## src/rtl/ram_access_ctrl_pkg.sv

```systemverilog
// Shared definitions for the RAM access controller: state encoding and
// default parameter values.
package ram_access_ctrl_pkg;

  localparam int DEF_ADDR_W   = 4;
  localparam int DEF_DATA_W   = 8;
  localparam int DEF_TICK_DIV = 50_000_000;

  typedef enum logic [2:0] {
    IDLE,
    WRITE,
    RD_ADDR,
    RD_CAP,
    SCAN_WAIT,
    SCAN_RD,
    SCAN_CAP
  } state_t;

  // Counter width able to hold div-1, never narrower than one bit.
  function automatic int cnt_width(input int div);
    return (div > 1) ? $clog2(div) : 1;
  endfunction

endpackage

```

## src/rtl/ram_access_ctrl_tick.sv

```systemverilog
// Scan step divider: counts enabled cycles and pulses tc on the last one of
// each TICK_DIV-cycle period.
module tick_gen
  import ram_access_ctrl_pkg::*;
#(
  parameter int TICK_DIV = DEF_TICK_DIV
) (
  input  logic clock,
  input  logic resetn,
  input  logic clear,
  input  logic enable,
  output logic tc
);

  localparam int CNT_W = cnt_width(TICK_DIV);

  logic [CNT_W-1:0] cnt;

  assign tc = enable && (cnt == CNT_W'(TICK_DIV - 1));

  always_ff @(posedge clock) begin
    if (!resetn) begin
      cnt <= '0;
    end else if (clear || tc) begin
      cnt <= '0;
    end else if (enable) begin
      cnt <= cnt + 1'b1;
    end
  end

endmodule

```

## src/rtl/ram_access_ctrl.sv

```systemverilog
// Push-button driven single-word RAM read/write controller with a slow
// auto-scan mode that walks every address onto the display.
module ram_access_ctrl
  import ram_access_ctrl_pkg::*;
#(
  parameter int ADDR_W   = DEF_ADDR_W,
  parameter int DATA_W   = DEF_DATA_W,
  parameter int TICK_DIV = DEF_TICK_DIV
) (
  input  logic              clock,
  input  logic              resetn,
  input  logic              key,
  input  logic              wr_mode,
  input  logic              scan_en,
  input  logic [ADDR_W-1:0] sw_addr,
  input  logic [DATA_W-1:0] sw_data,
  output logic [ADDR_W-1:0] ram_addr,
  output logic [DATA_W-1:0] ram_din,
  output logic              ram_wren,
  input  logic [DATA_W-1:0] ram_dout,
  output logic [ADDR_W-1:0] disp_addr,
  output logic [DATA_W-1:0] disp_data,
  output logic              busy
);

  state_t            state;
  logic              key_d;
  logic              press;
  logic [ADDR_W-1:0] addr_reg;
  logic [DATA_W-1:0] data_reg;
  logic [ADDR_W-1:0] scan_ptr;
  logic              tick_clr;
  logic              tick_en;
  logic              tick_tc;

  assign press    = key && !key_d;
  assign tick_clr = (state == IDLE);
  assign tick_en  = (state == SCAN_WAIT);

  tick_gen #(
    .TICK_DIV (TICK_DIV)
  ) u_tick (
    .clock  (clock),
    .resetn (resetn),
    .clear  (tick_clr),
    .enable (tick_en),
    .tc     (tick_tc)
  );

  // RAM-facing outputs are loaded on entry to a state so they are valid for
  // the whole cycle the state is active; the RAM then returns data one cycle
  // later, which the *_CAP states pick up.
  always_ff @(posedge clock) begin
    if (!resetn) begin
      state     <= IDLE;
      key_d     <= 1'b1;
      addr_reg  <= '0;
      data_reg  <= '0;
      scan_ptr  <= '0;
      ram_addr  <= '0;
      ram_din   <= '0;
      ram_wren  <= 1'b0;
      disp_addr <= '0;
      disp_data <= '0;
      busy      <= 1'b0;
    end else begin
      key_d <= key;
      case (state)
        IDLE: begin
          if (press) begin
            addr_reg <= sw_addr;
            data_reg <= sw_data;
            ram_addr <= sw_addr;
            busy     <= 1'b1;
            if (wr_mode) begin
              ram_din  <= sw_data;
              ram_wren <= 1'b1;
              state    <= WRITE;
            end else begin
              state <= RD_ADDR;
            end
          end else if (scan_en) begin
            busy  <= 1'b1;
            state <= SCAN_WAIT;
          end
        end
        WRITE: begin
          ram_wren <= 1'b0;
          state    <= RD_ADDR;
        end
        RD_ADDR: state <= RD_CAP;
        RD_CAP: begin
          disp_data <= ram_dout;
          disp_addr <= addr_reg;
          busy      <= 1'b0;
          state     <= IDLE;
        end
        SCAN_WAIT: begin
          if (!scan_en) begin
            busy  <= 1'b0;
            state <= IDLE;
          end else if (tick_tc) begin
            ram_addr <= scan_ptr;
            state    <= SCAN_RD;
          end
        end
        SCAN_RD: state <= SCAN_CAP;
        SCAN_CAP: begin
          disp_data <= ram_dout;
          disp_addr <= scan_ptr;
          scan_ptr  <= scan_ptr + 1'b1;
          state     <= SCAN_WAIT;
        end
        default: begin
          ram_wren <= 1'b0;
          busy     <= 1'b0;
          state    <= IDLE;
        end
      endcase
    end
  end

endmodule

```

## config.mk

```make
export PLATFORM = sky130hd
export DESIGN_NAME = ram_access_ctrl
export DESIGN_NICKNAME = d
export VERILOG_FILES = /design/src/rtl/ram_access_ctrl_pkg.sv /design/src/rtl/ram_access_ctrl_tick.sv /design/src/rtl/ram_access_ctrl.sv
export SDC_FILE = /design/constraint.sdc
export NUM_CORES = 1
export LEC_CHECK = 0
export ABC_AREA = 1
export BUFFER_PORTS_ARGS = -buffer_cell sky130_fd_sc_hd__buf_2
export CORE_UTILIZATION = 60
export DETAILED_ROUTE_END_ITERATION = 10
export PLACE_DENSITY_LB_ADDON = 0.15
export SLEW_MARGIN = 20
export SYNTH_ARGS = -nofsm -noshare
export SYNTH_HDL_FRONTEND = slang
export SYNTH_SLANG_ARGS = --single-unit
export TNS_END_PERCENT = 10
```

## constraint.sdc

```tcl
create_clock -name clock -period 3.7 [get_ports clock]
set_input_delay 1.11 -clock clock [delete_from_list [all_inputs] [get_ports clock]]
set_output_delay 1.11 -clock clock [all_outputs]
set_load 0.05 [all_outputs]
```

# == Yosys cells after proc, flatten, opt, wreduce, memory -nomap -nowiden ==
# Cells that the tools add are included.
# totals
ff_bits,64
input_bits,25
out_inout_bits,26
wordCells,65
# op_classes
add_sub_neg,2
eq_ne,14
n_mux,18
bitwise,3
n_reduce_logical,17
# op_table
cell,n
$add 26x1->26 const B,1
$eq 26x26->1 const B,1
$pmux 3 s6,1
$pmux 4 s2,2
$mux 3,4
$mux 4,3
$ne 2x2->1 const B,5
$eq 3x3->1 const B,3
$reduce_and 3->1,3
$eq 3x2->1 const B,2
$ne 3x3->1 const B,2
$mux 1,5
$reduce_or 5->1,1
$add 4x1->4 const B,1
$reduce_and 2->1,2
$reduce_and 4->1,1
$reduce_bool 2->1,2
$reduce_or 2->1,2
$reduce_or 4->1,1
$eq 3x1->1 const B,1
$logic_not 3->1,1
$not 1->1,3
$pmux 1 s3,1
$logic_and 1x1->1,2
other kinds (4),4

# == Longest topological paths before layout ==
# logic_depth
word_depth,5
ltp_mapped,10

# == Modules after synthesis ==
# From an unflattened synthesis, not the netlist that was laid out.
# unflattened
cells_unflattened,462
area_unflattened_um2,3265.6
# by_module_without_submodules
mod,n_inst,cells_per_inst,area_each_um2
ram_access_ctrl,1,222,1646.6
tick_gen,1,240,1619.1

# == Worst setup path before layout ==
# No wires, ideal clock.
# synth_timing
path_kind,input port to flip-flop
from,input key
to,register ram_din[0]
setup_ps,116
arrival_ps,1876
required_ps,3584
slack_ps,1708
path_stages,8
path_cell_list,inv_1 > nor2_1 > nand2_4 > inv_4 > nand2_4 > buf_6 > o21ai_0 > nor2_1
# synth_between
elab_chain_cells,2
# synth_rtl
item,line_no,rtl
from (decl),ram_access_ctrl.sv:12,"input logic key,"
$logic_and 1x1->1,ram_access_ctrl.sv:36,assign press = key && !key_d;
$reduce_and 3->1 (no line),--,
to (signal assigned),ram_access_ctrl.sv:76,ram_din <= sw_data;
to (decl),ram_access_ctrl.sv:18,"output logic [DATA_W-1:0] ram_din,"
# No other way between the ends.
# A chain may end at the register's enable or synchronous reset.

# == Final worst setup path ==
# layout_timing
from,input resetn
to,register u_tick.cnt[18]
# layout_between
elab_chain_cells,2
# layout_rtl
item,line_no,rtl
from (decl),ram_access_ctrl.sv:11,"input logic resetn,"
$not 1->1 (no line),--,
$reduce_or 2->1 (no line),--,
to (signal assigned),ram_access_ctrl_tick.sv:27,cnt <= cnt + 1'b1;
to (decl),ram_access_ctrl_tick.sv:17,logic [CNT_W-1:0] cnt;
# No other way between the ends.

==> flow_summary.yaml <==
timing:
  hold_viol_final: 0
  slew_viol_final: 0
  min_period_over_period_pct: 60.3
  max_freq_mhz: 448
  worst_pin_slew_ns: 0.452
  rsz0062_at_grt: "no"
  finalSetupViolations: 0
  tns_ns: 0
  maxSlewHeadroom_pct: 69.8
  min_period_ns: 2.23
  skew_ns: 0.00980
detailed_routing:
  drtIter0Drc: 177
  drtAntennaViolNets: 0
  drtPass1Iterations: 5
  wirelength_mm: 6.83
  drc_errors: 0
  vias_per_cell: 5.18
  wl_per_cell_um: 12.0
  route.vias.total: 2951
power:
  static-leakage-power_nw: 1.67
  vdd_drop_max_mv: 0.383
  pwr_density_cell_mw_per_mm2: 482
status:
  status: "finished, final reports clean"
worst_setup_path:
  path_class: "input pin to flop"
  critPathMaxFanout: 33
  worstPathArrival_ns: 2.52
  worstSetupEndpointType: "flop"
  required_ns: 3.98
  r2r_cells: 10
  critPathLaunchType: "input pin"
yosys:
  synth-edff-count: 0
  yosysSeqAreaShare_pct: 40.6
  syn_area_per_cell_um2: 7.14
  yosys.area.top_type: "dfxtp_1"
  synthFlopType: "dfxtp_1"
  synthArstFlopShare_pct: 0
  synth_common_cells: "nor2_1, nand2_1, dfxtp_1"
  synth_top_area_share_pct: 40.6
  synth_most_common_cell: "nor2_1"
  syn_area_mm2: 0.00315
  synth_seq_cells: 64
  synth_cells: 442
  synthTopCellsByArea: "dfxtp_1, nor2_1, nand2_1"
  yosys_warnings: 0
  yosysUniqueCellTypes: 34
  syn_nets: 469
floorplanning:
  die_area_mm2: 0.00555
  pin_count: 51
  die_h_um: 74.5
  start_util_pct: 62.2
  fp.dieW_um: 74.5
  core.rowCount: 26
  core_mm2: 0.00507
cts:
  numClockSinks: 64
  cts_htree_levels: 3
  tritoncts: "built"
  postCtsSetupBuffers: 0
  postCtsHoldBufs: 0
  cts_resized: 0
  clkTransAtPathRegs_ns: 0.07
  cts-root-buf: "clkbuf_8"
  cts_made_buffers: 9
  cts_buffer_depth: 2
  clk_latency_ns: 0.35
cells_and_area:
  area_growth_pct: 16.9
  reg_top3: "u_tick.cnt x26, disp_data x8, ram_din x8"
  fin_cells: 570
  top_register: "u_tick.cnt"
  antenna_cells: 0
  final-seq-area_mm2: 0.00128
  utilization_pct: 72.6
  final_cell_area_mm2: 0.00369
  fillers: 464
  layout.nets: 522
  drive_gt1_share_pct: 22.2
  largest_reg_flops: 26
  multiInputGateArea_mm2: 0.00156
place:
  dp.cells: 554
  dp_hpwl_mm: 4.89
  placed_area_mm2: 0.00343
  io_buffers: 50
  gp_congestion: 0.817
global_route:
  grt_pass1_vias: 2718
  overflow: 0
  grt_start_max_net_pins: 34
  grt_pass1_wl_mm: 11.6
  antenna_found_initial: 0
  track_usage_pct: 27.7
min_path:
  hold_depth: 1
  holdCritPathClass: "flop to flop"
job:
  drv_cap: 0
layout make-up:
cell class	count	share of cell area, %
timing repair buffer	51	6.99
clock buffer	10	3.73
inverter	65	6.69
multi-input combinational	304	42.3
tap	70	2.38
clock inverter	6	3.12
sequential	64	34.8
logic make-up after synthesis:
kind of cell / count (synthesis) / share of synthesized area, %
adders and majority gates: 2 / 0.793
xor gates and xnor gates: 6 / 1.67
AOI/OAI and AO/OA: 70 / 11.5
buffers and inverters: 74 / 9.92
DFF: 64 / 40.6
and+or+nand+nor: 226 / 35.5
power by group:
part           leakage [nW]  switching (mW)  total (mW)  internal, mW
registers             0.518          0.0210       0.739         0.718
clock network         0.123           0.290       0.759         0.469
logic                  1.03           0.202       0.278        0.0761
placed cells by master (no fill, tap or decap), types with 2 or more instances in the layout:
master	synthesis	final
a21oi_1	23	23
buf_2	2	50
nor2_1	83	83
nor2_2	7	7
nor3b_2	3	3
nand2_1	79	79
nand3_1	20	20
a31oi_1	2	2
ha_1	2	2
inv_2	6	6
nand3_2	6	6
xor2_1	4	4
inv_1	58	58
or2_2	3	3
nand2_2	3	3
o21ai_1	10	10
nand2_4	4	4
xnor2_1	2	2
bufinv_16	0	3
nand4_1	5	5
dfxtp_1	64	64
o21ai_0	32	32
nor3_1	2	2
nand4_4	2	2
clkbuf_8	0	10
nor2_4	5	5
critical path, cell delays in order:
cell	delay [ns]
buf_2	0.08
buf_4	0.28
inv_1	0.21
nor2_1	0.17
nand2_2	0.28
inv_2	0.21
nand2_1	0.07
nor2_1	0.11
metrics by stage:
stage	hold slack (ns)	worst slack, ns	power, mW
after global routing	0.486	1.32	1.85
after CTS	0.462	1.46	1.79
after detailed placement	0.451	1.11	1.03
after global placement	0.436	1.19	1.02
after floorplan	0.422	1.71	0.978
final	0.459	1.47	1.78
worst paths after layout:
check	startpoint	to	slack [ns]
max	resetn	u_tick.cnt[18]$_SDFFE_PP0P_	1.47
min	scan_ptr[3]$_SDFFE_PN0P_	scan_ptr[3]$_SDFFE_PN0P_	0.46
max reg2reg	u_tick.cnt[0]$_SDFFE_PP0P_	u_tick.cnt[21]$_SDFFE_PP0P_	1.62
min reg2reg	scan_ptr[3]$_SDFFE_PN0P_	scan_ptr[3]$_SDFFE_PN0P_	0.46
layer usage:
layer | GRT usage (%) | share of wire, %
met5 | 0 | 0
met4 | 15.5 | 2.9
met3 | 7.72 | 4.2
met2 | 47.6 | 49
met1 | 30.8 | 44
No activity file was read; power rests on OpenSTA's default activity.
